## src/rtl/serial_capture_pkg.sv

```systemverilog
//============================================================================
// Module  : serial_capture_pkg
// Purpose : Shared state encoding, default width and counter-width helper
//           for the serial capture unit.
// Config  : SERIAL_PARITY_EN (the PARITY state is only reached when defined)
// Revision: 1.0 - initial release
//============================================================================
`default_nettype none

package serial_capture_pkg;

  typedef enum logic [1:0] {
    IDLE   = 2'd0,
    SHIFT  = 2'd1,
    PARITY = 2'd2
  } cap_state_t;

  localparam int CAP_WIDTH_DEFAULT = 8;

  // Counter width able to hold the values 0..width.
  function automatic int cnt_w(input int width);
    return $clog2(width + 1);
  endfunction

endpackage

`default_nettype wire

```

## src/rtl/capture_out_buf.sv

```systemverilog
//============================================================================
// Module  : capture_out_buf
// Purpose : One-entry holding buffer with Valid/Ready handshake and a sticky
//           overrun flag for words arriving while the buffer is still full.
// Config  : SERIAL_PARITY_EN adds the parity_in input and Parity_err output.
// Revision: 1.0 - initial release
//============================================================================
`default_nettype none

module capture_out_buf #(
  parameter int WIDTH = 8
) (
  input  logic             Clk,
  input  logic             Reset_n,
  input  logic             Clear,
  input  logic [WIDTH-1:0] word,
  input  logic             push,
  input  logic             Ready,
`ifdef SERIAL_PARITY_EN
  input  logic             parity_in,
  output logic             Parity_err,
`endif
  output logic [WIDTH-1:0] Data_out,
  output logic             Valid,
  output logic             Overrun
);

  logic [WIDTH-1:0] r_data;
  logic             r_valid;
  logic             r_overrun;
  logic             w_load;
  logic             w_drop;
  logic             w_take;
`ifdef SERIAL_PARITY_EN
  logic             r_perr;
`endif

  // A word may land when the buffer is empty or is being emptied this cycle;
  // otherwise the older word wins and the newcomer is dropped.
  assign w_take = r_valid & Ready;
  assign w_load = push & (~r_valid | Ready);
  assign w_drop = push & r_valid & ~Ready;

  // Buffer contents, valid flag and sticky overrun.
  always_ff @(posedge Clk or negedge Reset_n) begin
    if (!Reset_n) begin
      r_data    <= '0;
      r_valid   <= 1'b0;
      r_overrun <= 1'b0;
`ifdef SERIAL_PARITY_EN
      r_perr    <= 1'b0;
`endif
    end else begin
      if (w_load) begin
        r_data  <= word;
        r_valid <= 1'b1;
`ifdef SERIAL_PARITY_EN
        r_perr  <= parity_in;
`endif
      end else if (w_take) begin
        r_valid <= 1'b0;
      end

      if (Clear) begin
        r_overrun <= 1'b0;
      end else if (w_drop) begin
        r_overrun <= 1'b1;
      end
    end
  end

  assign Data_out = r_data;
  assign Valid    = r_valid;
  assign Overrun  = r_overrun;
`ifdef SERIAL_PARITY_EN
  assign Parity_err = r_perr;
`endif

endmodule

`default_nettype wire

```

## src/rtl/serial_capture_unit.sv

```systemverilog
//============================================================================
// Module  : serial_capture_unit
// Purpose : Serial-in / parallel-out receiver. Bits arrive LSB first, one per
//           Shift_En strobe; each WIDTH-bit word is handed to a one-entry
//           Valid/Ready holding buffer.
// Config  : SERIAL_PARITY_EN - expect an even-parity bit after each word and
//           report a mismatch on Parity_err.
// Revision: 1.0 - initial release
//============================================================================
`default_nettype none

module serial_capture_unit
  import serial_capture_pkg::*;
#(
  parameter int WIDTH = CAP_WIDTH_DEFAULT
) (
  input  logic                       Clk,
  input  logic                       Reset_n,
  input  logic                       Clear,
  input  logic                       Shift_In,
  input  logic                       Shift_En,
  input  logic                       Ready,
  output logic [WIDTH-1:0]           Data_out,
  output logic                       Valid,
  output logic                       Overrun,
  output logic                       Busy,
`ifdef SERIAL_PARITY_EN
  output logic                       Parity_err,
`endif
  output logic [cnt_w(WIDTH)-1:0]    Bit_count
);

  localparam int                c_CW   = cnt_w(WIDTH);
  localparam logic [c_CW-1:0]   c_LAST = c_CW'(WIDTH - 1);
  localparam logic [c_CW-1:0]   c_ONE  = c_CW'(1);

  cap_state_t        r_state;
  cap_state_t        w_state_next;
  logic [c_CW-1:0]   r_bit_count;
  logic [c_CW-1:0]   w_count_next;
  logic [WIDTH-1:0]  r_shreg;
  logic [WIDTH-1:0]  w_shreg_next;
  logic [WIDTH-1:0]  w_shifted;
  logic [WIDTH-1:0]  w_word;
  logic              w_push;

  // New bit enters at the MSB and everything moves toward bit 0, so after
  // WIDTH shifts the first bit received sits in bit 0.
  assign w_shifted = WIDTH'({Shift_In, r_shreg} >> 1);

  // State, bit counter and shift register.
  always_ff @(posedge Clk or negedge Reset_n) begin
    if (!Reset_n) begin
      r_state     <= IDLE;
      r_bit_count <= '0;
      r_shreg     <= '0;
    end else begin
      r_state     <= w_state_next;
      r_bit_count <= w_count_next;
      r_shreg     <= w_shreg_next;
    end
  end

  // Next-state logic; Clear outranks an incoming bit.
  always_comb begin
    w_state_next = r_state;
    w_count_next = r_bit_count;
    w_shreg_next = r_shreg;
    w_push       = 1'b0;
    if (Clear) begin
      w_state_next = IDLE;
      w_count_next = '0;
      w_shreg_next = '0;
    end else if (Shift_En) begin
      case (r_state)
`ifdef SERIAL_PARITY_EN
        PARITY: begin
          w_push       = 1'b1;
          w_state_next = IDLE;
          w_count_next = '0;
        end
`endif
        default: begin
          w_shreg_next = w_shifted;
          if (r_bit_count == c_LAST) begin
`ifdef SERIAL_PARITY_EN
            w_state_next = PARITY;
            w_count_next = r_bit_count + c_ONE;
`else
            w_state_next = IDLE;
            w_count_next = '0;
            w_push       = 1'b1;
`endif
          end else begin
            w_state_next = SHIFT;
            w_count_next = r_bit_count + c_ONE;
          end
        end
      endcase
    end
  end

`ifdef SERIAL_PARITY_EN
  // The data word is already complete when the parity bit arrives.
  assign w_word = r_shreg;
`else
  // The word completes on the same edge as its last bit.
  assign w_word = w_shifted;
`endif

  assign Busy      = (r_state != IDLE);
  assign Bit_count = r_bit_count;

  capture_out_buf #(
    .WIDTH      (WIDTH)
  ) u_out_buf (
    .Clk        (Clk),
    .Reset_n    (Reset_n),
    .Clear      (Clear),
    .word       (w_word),
    .push       (w_push),
    .Ready      (Ready),
`ifdef SERIAL_PARITY_EN
    .parity_in  ((^r_shreg) ^ Shift_In),
    .Parity_err (Parity_err),
`endif
    .Data_out   (Data_out),
    .Valid      (Valid),
    .Overrun    (Overrun)
  );

endmodule

`default_nettype wire

```

## config.mk

```make
export PLATFORM = sky130hd
export DESIGN_NAME = serial_capture_unit
export DESIGN_NICKNAME = d
export VERILOG_FILES = /design/src/rtl/serial_capture_pkg.sv /design/src/rtl/capture_out_buf.sv /design/src/rtl/serial_capture_unit.sv
export SDC_FILE = /design/constraint.sdc
export NUM_CORES = 1
export LEC_CHECK = 0
export CAP_MARGIN = 5
export CORE_ASPECT_RATIO = 0.75
export CORE_MARGIN = 5
export CORE_UTILIZATION = 40
export DETAILED_ROUTE_END_ITERATION = 10
export HOLD_SLACK_MARGIN = 0.15
export PLACE_DENSITY = 0.73
export SYNTH_ARGS = -nofsm -noshare
export SYNTH_HDL_FRONTEND = slang
export SYNTH_HIERARCHICAL = 1
export SYNTH_SLANG_ARGS = --single-unit
```

## constraint.sdc

```tcl
create_clock -name Clk -period 3.7 [get_ports Clk]
set_input_delay 0.74 -clock Clk [delete_from_list [all_inputs] [get_ports Clk]]
set_output_delay 0.74 -clock Clk [all_outputs]
set_load 0.05 [all_outputs]
```

==> results of run 1 <==
[state kept, by name (all words and copies together) (netlist names)]
register,flops
u_out_buf/Overrun,1
r_state,1
r_shreg,7
u_out_buf/Data_out,8
Bit_count,4
u_out_buf/Valid,1
[synth_stat cells]
cell and count:
or2b_1 1, nor3b_1 1, mux2i_1 8, ha_1 1, nor2b_1 1, a31oi_1 1
nand2_4 1, o211a_1 1, a21bo_2 1, buf_6 1, nand4_2 1, a21oi_1 1
nand2b_4 1, dfrtp_1 22, mux2_4 9, nor3_1 1, buf_2 1, buf_4 1
nor2_1 11, a31o_1 1, inv_1 2, nand3b_1 2, nand4b_1 1
[final cells by class]
class	instances	share of cell area [%]
clock inverter	1	2.39
multi-input combinational	44	31.5
sequential	22	43.8
inverter	2	0.597
clock buffer	3	1.79
timing repair buffer	21	16.5
tap	34	3.38
[layer usage]
metal,global-route usage (%),vias up,part of all wire [%]
met5,0,-,0
li1,-,293,-
met4,3.03,0,0.70
met2,17.8,15,46
met1,12.8,302,47
met3,5.36,2,5.9
[stage by stage]
step | worst slack [ns] | util [%]
3_5_place_dp | 1.20 | 51.8
2_1_floorplan | 1.79 | -
6_report | 1.37 | 54.0
5_1_grt | 1.30 | 54.0
4_1_cts | 1.34 | 54.0
3_3_place_gp | 1.25 | 51.8
[logic make-up after synthesis]
family                     after synthesis  synth area share (%)
AOI/OAI and AO/OA                        5                  4.09
and+or+nand+nor                         21                  13.2
DFF                                     22                  56.3
buffers and inverters                    5                  3.20
adders and majority gates                1                  1.28
muxes                                   17                  22.0
[report_power, final]
part           internal, mW  total, mW  switching, mW
Clock                 0.110      0.181         0.0712
Sequential            0.244      0.249        0.00424
Combinational        0.0168     0.0423         0.0255
Total                 0.371      0.472          0.101
[worst max path at each step]
stage / startpoint / endpoint / cells after the start
2_1_floorplan: Bit_count[0] / u_out_buf/Data_out[0] / 5
3_3_place_gp: Clear / u_out_buf/Data_out[1] / 4
3_5_place_dp: Shift_En / u_out_buf/Data_out[1] / 6
4_1_cts: u_out_buf/Valid / Valid / 1
5_1_grt: Bit_count[0] / Bit_count[0] / 1
6_report: u_out_buf/Valid / Valid / 1
==> flow_summary_export.csv, run 1 <==
group,metric,value,unit
cts,htree_levels,1,
placement,placed_area,1200,um2
logic_synthesis,yosys.area.top_type,"dfrtp_1",
cts,cts_tree,"yes",
logic_synthesis,synth.distinct_cells,23,
cells_and_area,area_growth,28.5,%
pwr,power_leakage,0.626,nW
grt,grt_pass1_vias,616,
setup_path,crit_fanout,3,
timing,relSlewSlack,35.9,%
drt,ant_nets,0,
drt,drt-pass1-iter-count,4,
cells_and_area,fin_nets,101,
worst_hold_path,holdPathEnd,"u_out_buf/Data_out[0]",
cts,cts_root_buffer,"clkbuf_4",
placement,dp.cells,123,
floorplan,fp.dieW,67.1,um
setup_path,start_kind,"register",
logic_synthesis,syn_inst,71,
timing,tns,0,ns
cts,cts.sinks,22,
setup_path,r2r-start,"Bit_count[0]",
cells_and_area,final_layout_size_suffix_gt1_share,19.4,%
grt,gr-total-overflow,0,
logic_synthesis,yosysWarnings,6,
setup_path,cp_cell_sequence,"clkdlybuf4s50_1",
logic_synthesis,ys_ff_latch,22,
grt,grt_max_degree,23,
floorplan,start_util,42.0,%
setup_path,timing.rr.end,"u_out_buf/Data_out[1]",
pwr,ir_worst_vdd,0.285,mV
cells_and_area,final_common_cell,"dfrtp_1",
cells_and_area,n_fill_cell,218,
cells_and_area,postLayoutCellArea,1260,um2
setup_path,cp_slowest_stage_delay,0.84,ns
timing,worst_clock_skew,0.00944,ns
timing,setup_viol,0,
cells_and_area,multi_input_area,397,um2
cells_and_area,layout_common_cells,"dfrtp_1, clkdlybuf4s50_1, nor2_1",
drt,post_drt_wl_per_cell,13.5,um
drt,drt-total-wl,1.72,mm
drt,drt_iter0_drc,23,
run_status,status,"completed",
cts,cts_buffer_depth,2,
timing,rsz0062_at_grt,"no",
placement,place_congestion,0.712,
flow_run,drv_cap,0,
timing,min_period,2.33,ns
placement,portBuffers,20,
worst_hold_path,min_from,"r_shreg[1]",
timing,clock.fmax,429,MHz
drt,routed_via_density,4.82,
setup_path,end_kind,"output port",
cts,numCtsBuffers,3,
setup_path,required,2.96,ns
floorplan,core-area,2330,um2
cts,clk_pin_slew,0.12,ns
cts,cts_resized,0,
setup_path,critical_path_class,"register to output port",
cts,postCtsSetupBuffers,0,
pwr,power.density,375,nW/um2
cells_and_area,n_antenna_cell,0,
grt,grt_pass1_wl,2.84,mm
logic_synthesis,synth_area_leaders,"dfrtp_1, mux2_4, mux2i_1",
cts,hold_buffers,0,
logic_synthesis,netlist.area_leader.share,56.3,%
logic_synthesis,synthesis.area,978,um2
floorplan,die_area,3550,um2
pwr,power,0.472,mW
setup_path,crit_slowest_cell,"clkdlybuf4s50_1",
worst_hold_path,hold_depth,1,
setup_path,r2r_slack,1.92,ns
floorplan,ios,21,
logic_synthesis,syn_nets,78,
timing,holdWs,0.514,ns
grt,antenna_found_initial,0,
logic_synthesis,avgSynthCellArea,13.8,um2
worst_hold_path,hp-class,"register to register",
timing,finalCritPeriodShare,62.9,%
cts,clk_latency,0.31,ns
grt,grt_usage,11.0,%
setup_path,ff2ff_path_depth,5,
setup_path,crit_family,"buffers and inverters",
setup_path,arrival,1.59,ns
cells_and_area,seq_area,551,um2
timing,worstMarginPinSlew,0.959,ns
drt,drc,0,
logic_synthesis,synth-seq-area-share,56.3,%
setup_path,crit_buf_inv,1,
floorplan,rows,15,
timing,slew_violations,0,
floorplan,fp.dieH,52.8,um
drt,dr_total_vias,612,
timing,final-hold-violation-count,0,
cells_and_area,stdcell_count,127,
(Power assumes the default switching activity.)
==> run 2, diff against run 1 <==
--- a/config.mk
+++ b/config.mk
@@ -11,7 +11,7 @@
 export CORE_UTILIZATION = 40
 export DETAILED_ROUTE_END_ITERATION = 10
 export HOLD_SLACK_MARGIN = 0.15
-export PLACE_DENSITY = 0.73
+export PLACE_DENSITY = 0.76
 export SYNTH_ARGS = -nofsm -noshare
 export SYNTH_HDL_FRONTEND = slang
 export SYNTH_HIERARCHICAL = 1
==> constraint.sdc (replaced) <==
create_clock -name Clk -period 1.9 [get_ports Clk]
set_input_delay 0.38 -clock Clk [delete_from_list [all_inputs] [get_ports Clk]]
set_output_delay 0.38 -clock Clk [all_outputs]
set_load 0.05 [all_outputs]
==> run 2 against run 1 <==
Critical path depth is the same. Clock power grew 19%. Combinational power up 99%. Critical path type unchanged. Highest routed layer unchanged.
==> flow_summary_export.csv, run 2 (same netlist as run 1, synthesis figures left out) <==
group,metric,value,unit
timing,worst_slack,0.0581,ns
flow_run,drv_cap,0,
setup_path,cp_slowest_stage_delay,0.80,ns
placement,post-dp-hpwl,1.33,mm
setup_path,start_kind,"register",
drt,dr_total_vias,632,
setup_path,crit_slowest_cell,"clkdlybuf4s50_1",
timing,finalCritPeriodShare,96.9,%
pwr,power.density,626,nW/um2
setup_path,crit_family,"buffers and inverters",
cells_and_area,final_layout_size_suffix_gt1_share,31.3,%
drt,drt_iter0_drc,24,
timing,rsz0062_at_grt,"no",
setup_path,end_kind,"output port",
timing,clock.fmax,543,MHz
placement,dp.cells,126,
drt,ant_nets,0,
setup_path,cp-startpoint,"u_out_buf/Data_out[7]",
floorplan,die_area,3550,um2
setup_path,r2r_slack,0.25,ns
cells_and_area,largest_reg_flops,8,
drt,wl_met2,859,um
setup_path,required,1.52,ns
timing,tns,0,ns
floorplan,rows,15,
cells_and_area,final_common_cell,"dfrtp_1",
grt,grt_usage,11.5,%
timing,final-hold-violation-count,0,
pwr,ir_worst_vdd,0.227,mV
timing,min_period,1.84,ns
drt,drt-total-wl,1.83,mm
setup_path,arrival,1.46,ns
cells_and_area,multi_input_area,397,um2
floorplan,fp.dieW,67.1,um
drt,routed.top_layer,"met4",
run_status,status,"completed",
drt,drc,0,
cts,hold_buffers,0,
cells_and_area,area_growth,27.9,%
drt,dr_wl_met3,116,um
floorplan,start_util,42.0,%
placement,portBuffers,20,
cells_and_area,seq_area,553,um2
setup_path,cp_cell_sequence,"clkdlybuf4s50_1",
worst_hold_path,hp-class,"primary input to async pin",
cts,numCtsBuffers,3,
timing,slew_violations,0,
cells_and_area,utilization,53.8,%
cells_and_area,layout_common_cells,"dfrtp_1, buf_4, nor2_1",
pwr,power_leakage,0.747,nW
grt,grt_max_degree,23,
cts,cts_buffer_depth,2,
setup_path,endpoint,"Data_out[7]",
drt,drt-met1-wl,825,um
cells_and_area,n_antenna_cell,0,
cells_and_area,n_fill_cell,212,
placement,dp_slack,0.0545,ns
grt,antenna_found_initial,0,
timing,holdWs,0.399,ns
grt,grt_pass1_vias,630,
floorplan,ios,21,
cts,cts_tree,"yes",
cts,clk_latency,0.31,ns
drt,drt-pass1-iter-count,4,
setup_path,critical_path_class,"register to output port",
cts,clk_pin_slew,0.12,ns
floorplan,core-area,2330,um2
floorplan,fp.dieH,52.8,um
timing,worst_clock_skew,0.00996,ns
setup_path,ff2ff_path_depth,5,
setup_path,timing.rr.end,"u_out_buf/Data_out[1]",
grt,gr-total-overflow,0,
cts,cts.sinks,22,
cells_and_area,stdcell_count,130,
setup_path,r2r-start,"Bit_count[0]",
setup_path,crit_fanout,2,
cells_and_area,fin_nets,104,
timing,setup_viol,0,
grt,grt_pass1_wl,2.97,mm
setup_path,crit_cells,1,
timing,worstMarginPinSlew,0.526,ns
drt,routed_via_density,4.86,
placement,place_congestion,0.738,
cts,cts_root_buffer,"clkbuf_4",
drt,post_drt_wl_per_cell,14.0,um
timing,relSlewSlack,64.9,%
cts,htree_levels,1,
setup_path,crit_buf_inv,1,
-- run 2: layout make-up --
type / instances / area share (%)
inverter: 2 / 0.600
multi-input combinational: 44 / 31.7
clock buffer: 4 / 2.10
sequential: 22 / 44.2
tap: 34 / 3.40
timing repair buffer: 24 / 18.0
-- run 2: through the flow --
step / area [um2] / power, mW
finish: 1250 / 0.784
global route: 1250 / 0.825
CTS: 1240 / 0.791
detailed placement: 1210 / 0.579
global placement: 1210 / 0.577
floorplan: 981 / 0.541
-- run 2: metal layers --
layer | up-vias | track usage (%)
met5 | - | 0
met2 | 16 | 17.8
li1 | 302 | -
met1 | 310 | 14.3
met3 | 4 | 3.65
met4 | 0 | 6.06
-- run 2: power breakdown --
group / internal, mW / total (mW) / switching [mW]
logic: 0.0338 / 0.0843 / 0.0505
registers: 0.476 / 0.484 / 0.00791
clock network: 0.0819 / 0.215 / 0.133
-- run 2: repair_timing --
action	4_1_cts	5_1_grt
gates resized for setup	0	6
buffers inserted	0	0
setup endpoints to repair	0	6
-- run 2: how the worst min path moves through the flow --
stage / startpoint / endpoint / slack (ns) / cells past startpoint
4_1_cts: Reset_n / u_out_buf/Valid / 0.41 / 2
5_1_grt: Reset_n / u_out_buf/Valid / 0.41 / 2
3_5_place_dp: u_out_buf/Overrun / u_out_buf/Overrun / 0.49 / 2
3_3_place_gp: u_out_buf/Overrun / u_out_buf/Overrun / 0.48 / 2
2_1_floorplan: Reset_n / Bit_count[0] / 0.08 / 0
6_report: Reset_n / u_out_buf/Valid / 0.40 / 2
==> run 3, diff against run 2 <==
--- a/config.mk
+++ b/config.mk
@@ -7,11 +7,11 @@
 export LEC_CHECK = 0
 export CAP_MARGIN = 5
 export CORE_ASPECT_RATIO = 0.75
-export CORE_MARGIN = 5
 export CORE_UTILIZATION = 40
 export DETAILED_ROUTE_END_ITERATION = 10
 export HOLD_SLACK_MARGIN = 0.15
 export PLACE_DENSITY = 0.76
+export RECOVER_POWER = 100
 export SYNTH_ARGS = -nofsm -noshare
 export SYNTH_HDL_FRONTEND = slang
 export SYNTH_HIERARCHICAL = 1
==> run 3 against run 2 <==
First-iteration DRC count is 58% lower. Sequential share of layout area is 3.7 points higher. Sequential cell count stayed put. Critical endpoint is now Busy. Die area is 25% lower. Clock power is 67% higher. Critical path depth stayed put.
==> flow_summary_export.csv, run 3 (same netlist as run 1, synthesis figures left out) <==
group,metric,value,unit
drt,drt-total-wl,1.80,mm
cts,clk_latency,0.31,ns
timing,tns,0,ns
floorplan,core-area,2310,um2
grt,grt_max_degree,16,
grt,grt_pass1_vias,618,
setup_path,critical_path_class,"register to output port",
cells_and_area,fin_nets,104,
cells_and_area,final_layout_size_suffix_gt1_share,12.5,%
cells_and_area,layout_common_cells,"dfrtp_1, clkbuf_1, nor2_1",
setup_path,cp_cell_sequence,"clkdlybuf4s50_1",
drt,drt-pass1-iter-count,4,
cells_and_area,stdcell_count,130,
setup_path,start_kind,"register",
cts,cts_buffer_depth,2,
placement,portBuffers,20,
pwr,power_leakage,0.583,nW
setup_path,crit_fanout,2,
timing,final-hold-violation-count,0,
floorplan,die_area,2650,um2
setup_path,crit_family,"buffers and inverters",
drt,ant_nets,0,
timing,slew_violations,0,
cts,numCtsBuffers,3,
setup_path,end_kind,"output port",
setup_path,arrival,1.48,ns
timing,setup_viol,0,
pwr,ir_worst_vdd,0.463,mV
floorplan,start_util,42.4,%
run_status,status,"completed",
drt,drc,0,
grt,grt_usage,15.1,%
setup_path,crit_slowest_cell,"clkdlybuf4s50_1",
drt,post_drt_wl_per_cell,13.9,um
setup_path,required,1.52,ns
setup_path,cp-startpoint,"r_state[0]",
worst_hold_path,hp-class,"primary input to async pin",
setup_path,cp_slowest_stage_delay,0.80,ns
cts,hold_buffers,0,
pwr,power,0.922,mW
cells_and_area,n_antenna_cell,0,
placement,place_congestion,0.723,
drt,routed_via_density,4.89,
grt,grt_pass1_wl,2.84,mm
cells_and_area,final_common_cell,"dfrtp_1",
timing,finalCritPeriodShare,98.1,%
cts,clk_pin_slew,0.13,ns
cts,cts.sinks,22,
setup_path,crit_buf_inv,1,
cts,cts_root_buffer,"clkbuf_4",
timing,clock.fmax,537,MHz
cts,htree_levels,1,
placement,post-dp-hpwl,1.24,mm
timing,rsz0062_at_grt,"no",
setup_path,r2r-start,"Bit_count[0]",
flow_run,drv_cap,0,
grt,antenna_found_initial,0,
floorplan,fp.dieW,59.1,um
cts,cts_tree,"yes",
floorplan,fp.dieH,44.8,um
timing,worstMarginPinSlew,0.834,ns
cells_and_area,area_growth,18.0,%
drt,dr_total_vias,636,
timing,min_period,1.86,ns
floorplan,rows,15,
grt,gr-total-overflow,0,
timing,worst_clock_skew,0.00699,ns
timing,relSlewSlack,44.4,%
drt,drt_iter0_drc,10,
pwr,power.density,798,nW/um2
cells_and_area,largest_reg_flops,8,
floorplan,ios,21,
cts,postCtsSetupBuffers,0,
placement,dp.cells,126,
setup_path,r2r_slack,0.18,ns
cts,cts_resized,1,
[run 3: changes by cell type in the layout (fill, tap and decap cells not counted), moves of 6 or more]
cell	before	now
buf_4	12	1
clkbuf_1	1	15
mux2_4	9	1
mux2_1	0	8
dlymetal6s2s_1	6	0
[run 3: final timing paths]
check | endpoint | cells past startpoint
worst max-delay path | Busy | 1
worst min-delay path | u_out_buf/Overrun | 1
worst max register to register | u_out_buf/Data_out[1] | 5
worst min register to register | u_out_buf/Data_out[0] | 1
max in group asynchronous | u_out_buf/Data_out[1] | 2
min in group Clk | u_out_buf/Data_out[0] | 1
[run 3: routing by layer]
metal / wire length, um / GRT usage [%] / up-vias
li1: - / - / 294
met1: 855 / 18.5 / 316
met2: 813 / 24.8 / 20
met3: 98 / 5.16 / 6
met4: 34 / 5.71 / 0
met5: 0 / 0 / -
[run 3: where the power goes]
group          switching (mW)  internal (mW)  total [mW]
Sequential            0.00776          0.476       0.484
Combinational          0.0508         0.0286      0.0793
Clock                   0.145          0.213       0.358
[run 3: layout make-up]
class | instances | area, um2
inverter | 2 | 7.51
sequential | 22 | 553
tap | 34 | 42.5
timing repair buffer | 24 | 140
fill | 232 | 1150
clock buffer | 3 | 22.5
multi-input combinational | 44 | 359
clock inverter | 1 | 30.0
[run 3: per-stage QoR]
step / hold slack [ns] / area, um2 / setup slack (ns) / util, %
4_1_cts: 0.329 / 1260 / 0.0133 / 54.7
2_1_floorplan: 0.0844 / 981 / 0.165 / -
3_3_place_gp: 0.477 / 1210 / 0.105 / 52.5
3_5_place_dp: 0.493 / 1210 / 0.0716 / 52.5
5_1_grt: 0.405 / 1150 / 0.00438 / 50.0
6_report: 0.404 / 1150 / 0.0370 / 50.0
